<file path="config.mk">
export PLATFORM = sky130hd
export DESIGN_NAME = intmult_arbiter
export DESIGN_NICKNAME = d
export VERILOG_FILES = /design/src/rtl/intmult_arbiter.sv
export SDC_FILE = /design/constraint.sdc
export NUM_CORES = 1
export LEC_CHECK = 0
export CORE_AREA = 3 3 134 136
export DETAILED_ROUTE_END_ITERATION = 7
export DIE_AREA = 0 0 137 139
export PLACE_DENSITY = 0.63
export REMOVE_ABC_BUFFERS = 1
export SLEW_MARGIN = 30
export SYNTH_ARGS = -nofsm -noshare
export SYNTH_HDL_FRONTEND = slang
export SYNTH_SLANG_ARGS = --single-unit
export TNS_END_PERCENT = 100
</file>
<file path="constraint.sdc">
create_clock -name clk -period 4.2 [get_ports clk]
set_input_delay 1.26 -clock clk [delete_from_list [all_inputs] [get_ports clk]]
set_output_delay 1.26 -clock clk [all_outputs]
set_load 0.05 [all_outputs]
</file>
<file path="src/rtl/intmult_arbiter.sv">
// intmult_arbiter: round-robin arbiter feeding a shared pipelined multiplier and routing tagged results back.
// Define INTMULT_ARB_FIXED_PRIO_EN for fixed priority (requester 0 always wins contention).
module intmult_arbiter #(
  parameter int DATA_W = 32,
  parameter int LAT = 3,
  parameter int TAG_W = 4
) (
  input  logic                clk,
  input  logic                reset,
  input  logic                req0_valid,
  input  logic                req1_valid,
  output logic                req0_ready,
  output logic                req1_ready,
  input  logic [DATA_W-1:0]   req0_a,
  input  logic [DATA_W-1:0]   req0_b,
  input  logic [DATA_W-1:0]   req1_a,
  input  logic [DATA_W-1:0]   req1_b,
  input  logic [TAG_W-1:0]    req0_tag,
  input  logic [TAG_W-1:0]    req1_tag,
  input  logic                hold,
  output logic [DATA_W-1:0]   mul_a,
  output logic [DATA_W-1:0]   mul_b,
  input  logic [2*DATA_W-1:0] mul_c,
  output logic                rsp0_valid,
  output logic                rsp1_valid,
  output logic [2*DATA_W-1:0] rsp_data,
  output logic [TAG_W-1:0]    rsp_tag,
  output logic                busy
);
  typedef struct packed {
    logic             v;
    logic             id;
    logic [TAG_W-1:0] tag;
  } stage_t;
  stage_t [LAT:0] pipe;
  logic open, g0, g1;
  assign open = !reset && !hold;
`ifdef INTMULT_ARB_FIXED_PRIO_EN
  assign g0 = open && req0_valid;
  assign g1 = open && req1_valid && !req0_valid;
`else
  logic last;
  assign g0 = open && req0_valid && (!req1_valid || last);
  assign g1 = open && req1_valid && (!req0_valid || !last);
  // last=1 means requester 1 was granted most recently, so reset favours requester 0
  always_ff @(posedge clk)
    if (reset) last <= 1'b1;
    else if (g0 || g1) last <= g1;
`endif
  assign req0_ready = g0;
  assign req1_ready = g1;
  always_ff @(posedge clk) begin
    if (reset) begin
      mul_a <= '0;
      mul_b <= '0;
      pipe  <= '0;
    end else begin
      mul_a <= g0 ? req0_a : g1 ? req1_a : '0;
      mul_b <= g0 ? req0_b : g1 ? req1_b : '0;
      pipe  <= {pipe[LAT-1:0], stage_t'{g0 || g1, g1, g0 ? req0_tag : g1 ? req1_tag : '0}};
    end
  end
  assign rsp0_valid = pipe[LAT].v && !pipe[LAT].id;
  assign rsp1_valid = pipe[LAT].v && pipe[LAT].id;
  assign rsp_data   = pipe[LAT].v ? mul_c : '0;
  assign rsp_tag    = pipe[LAT].v ? pipe[LAT].tag : '0;
  always_comb begin
    busy = 1'b0;
    for (int i = 0; i <= LAT; i++) busy = busy | pipe[i].v;
  end
endmodule

</file>
Word level (Yosys, flattened, before mapping)
Index checks and enable logic that the tools add are counted.
{"block": "totals", "regBits": 89, "word_cells": 42, "inputBits": 205, "out_inout_bits": 137}
{"block": "classes", "bitwise_logic": 3, "reduce_logical": 16, "mux": 8}
{"cell": "$mux W32", "count": 4}
{"cell": "$mux W64", "count": 1}
{"cell": "$mux W4", "count": 3}
{"cell": "$logic_and A1 B1 Y1", "count": 7}
{"cell": "$logic_not A1 Y1", "count": 6}
{"cell": "$logic_or A1 B1 Y1", "count": 3}
{"cell": "$or A1 B1 Y1", "count": 3}

Depth between registers and ports, before layout
{"block": "logic_depth", "word_depth": 6, "depth_mapped": 5, "ltp_nobuf": 3}

Least setup slack after synthesis
No wires, ideal clock.
{"block": "synth_timing", "kind": "input to output", "from": "input port hold", "to": "output port req0_ready", "path_stages": 4, "arrival_ps": 1867, "slack_ps": 1073, "path_buffers": 2, "path_cell_list": "nor2_1 > and3_1 > buf_6 > buf_6"}
{"block": "synth_via", "elab_chain_cells": 4}
{"element": "start, declared", "line": "20", "source": "input logic hold,"}
{"element": "$logic_not A1 Y1", "line": "37", "source": "assign open = !reset && !hold;"}
{"element": "$logic_and A1 B1 Y1", "line": "37"}
{"element": "$logic_and A1 B1 Y1 (2 in a row)", "line": "43", "source": "assign g0 = open && req0_valid && (!req1_valid || last);"}
{"element": "end, declared", "line": "12", "source": "output logic req0_ready,"}
No other way between the ends.

Worst setup path after layout
{"block": "layout_timing", "from": "input port hold", "to": "output port req1_ready"}
{"block": "layout_via", "elab_chain_cells": 4}
{"element": "$logic_not A1 Y1", "line": "37"}
{"element": "$logic_and A1 B1 Y1", "line": "37"}
{"element": "$logic_and A1 B1 Y1 (2 in a row)", "line": "44", "source": "assign g1 = open && req1_valid && (!req0_valid || !last);"}
{"element": "end, declared", "line": "13", "source": "output logic req1_ready,"}
No other way between the ends.

==> impl_metrics.ini <==
[critical_path]
crit_type = input pin to primary output
critPathArrivalTime_ps = 2340
cp-start-kind = input pin
cp_max_fo = 3
endpoint_kind = primary output
r2r_setup_slack_ps = 2450
crit_required_ps = 2940

[flow_run]
maxCapViolations = 0

[min_path]
min_path_type = flop to flop

[route]
drc = 0
via_per_inst = 4.068
ant_nets = 0
wl_per_cell_um = 16.73
drt_iter0_markers = 60
drtPass1Iterations = 4
drt-total-wl_um = 14080
vias = 3425

[sta]
maxSlewViolCount = 0
slew_headroom_pct = 50.26
rsz0062_at_grt = no
finalHoldViolations = 0
finalSetupTns_ps = 0
final.setup_skew_ps = 5.304
tightest_slew_ps = 746.1
finalSetupViolCount = 0
max_freq_ghz = 0.2780
holdWs_ps = 436.3
finalCritPeriodShare_pct = 85.65
min_period_ps = 3597

[yosys]
yosys_warnings = 0
synth.cell_area_um2 = 3218
ys_top_cells_by_area = dfxtp_1 55%, a22o_1 19%, and2_1 13%
synth_top_area_share_pct = 55.37
yosys.area.top_type = dfxtp_1
syn_area_per_cell_um2 = 11.45
ys_seq_elements = 89
syn_inst = 281
yosysSeqAreaShare_pct = 55.37
synth.distinct_cells = 15

[floorplanning]
die_height_um = 139
ios = 342
die-width_um = 137
start_util_pct = 18.87
dieArea_um2 = 19040
rows = 48
coreArea_um2 = 17060

[place]
place_hpwl_um = 11310
io_buffer_count = 341
gp_congestion = 0.7822
dp.cells = 826
placed_cell_area_um2 = 6589

[global_routing]
antenna_found_initial = 1
grt_max_degree = 71
grt_pass1_vias = 3612
grt_overflow = 0
grt_usage_pct = 14.13
grt_first_pass_wirelength_um = 20380

[finish]
instances_no_fill = 842
finalNetCount = 817
diodes = 0
drive_gt1_share_pct = 14.59
postLayoutCellArea_um2 = 6925
layout_common_cells = 275 x clkdlybuf4s50_1, 88 x dfxtp_1, 69 x and2_1
syn2layout_area_growth_pct = 115.2
final_common_cell = clkdlybuf4s50_1

[clock_tree]
cts_root_buf = clkbuf_16
cts_sinks = 89
cts_tree = yes
htree_levels = 3
cts_inserted_buffers = 9
cts_setup_buffers = 0
hold_buffers = 0
clock_latency_ps = 340
clockBufferDepth = 2
cts_resized = 0
cts.clk_slew.worst_paths_ps = 60

[outcome]
outcome = complete, no violations

[power]
powerDensity_nw_per_um2 = 322.7
vdd_ir_drop_max_mv = 0.1629
power_leakage_nw = 2.868
finalPower_mw = 2.235
-- critical path: stages --
cell and delay (ps):
clkdlybuf4s50_1 430, nor2_1 180, and3_2 300, buf_12 160
-- cell type report --
| cell class | count | area, um2 |
|---|---|---|
| repair buffers | 345 | 3303 |
| fillers | 1650 | 10130 |
| clock buffers | 10 | 239.0 |
| flip-flops and latches | 89 | 1783 |
| multi-input cells | 167 | 1221 |
| clock inverters | 6 | 97.59 |
| well taps | 225 | 281.5 |
-- cell families after synthesis --
kind of cell           count (synthesis)  share of synthesized area [%]
AND/OR/NAND/NOR                       98                          19.01
flip-flops                            89                          55.37
AO/OA/AOI/OAI                         69                          18.86
buffers and inverters                 25                          6.765
-- sequential cells by signal (all words and copies together), names as in the netlist --
register and cells:
pipe 24, mul_b 32, last 1, mul_a 32
-- metrics by stage --
| stage | worst slack, ps | util (%) |
|---|---|---|
| global route | 513.1 | 40.60 |
| global placement | 607.6 | 38.63 |
| floorplan | -50.71 | - |
| detailed placement | 604.0 | 38.63 |
| finish | 602.6 | 40.60 |
| CTS | 596.0 | 40.60 |
-- layer usage --
metal  share of wire, %  GRT usage, %
met1                 33         13.74
met2                 50         25.28
met3                 15         7.946
met4                1.2         4.149
met5               0.12             0
-- where the power goes --
group | switching (mW) | leakage (nW) | internal [mW]
sequential | 0.00929 | 0.727 | 0.878
clock | 0.348 | 0.165 | 0.546
combinational | 0.204 | 1.98 | 0.250
-- cell usage after synthesis, drive strengths merged --
cell type	count
dfxtp	89
and2	69
or2	1
a22o	68
nand2b	2
and2b	4
nand2	1
buf	16
and3	3
a221o	1
nor2b	15
nor2	2
clkbuf	9
or4	1
-- path summary, 6_finish.rpt --
kind | startpoint | to | cells past startpoint
worst min register to register | pipe[8] | pipe[14] | 1
worst min-delay path | pipe[8] | pipe[14] | 1
worst max-delay path | hold | req1_ready | 4
worst max register to register | last | mul_a[23] | 4
(Power assumes the default switching activity.)
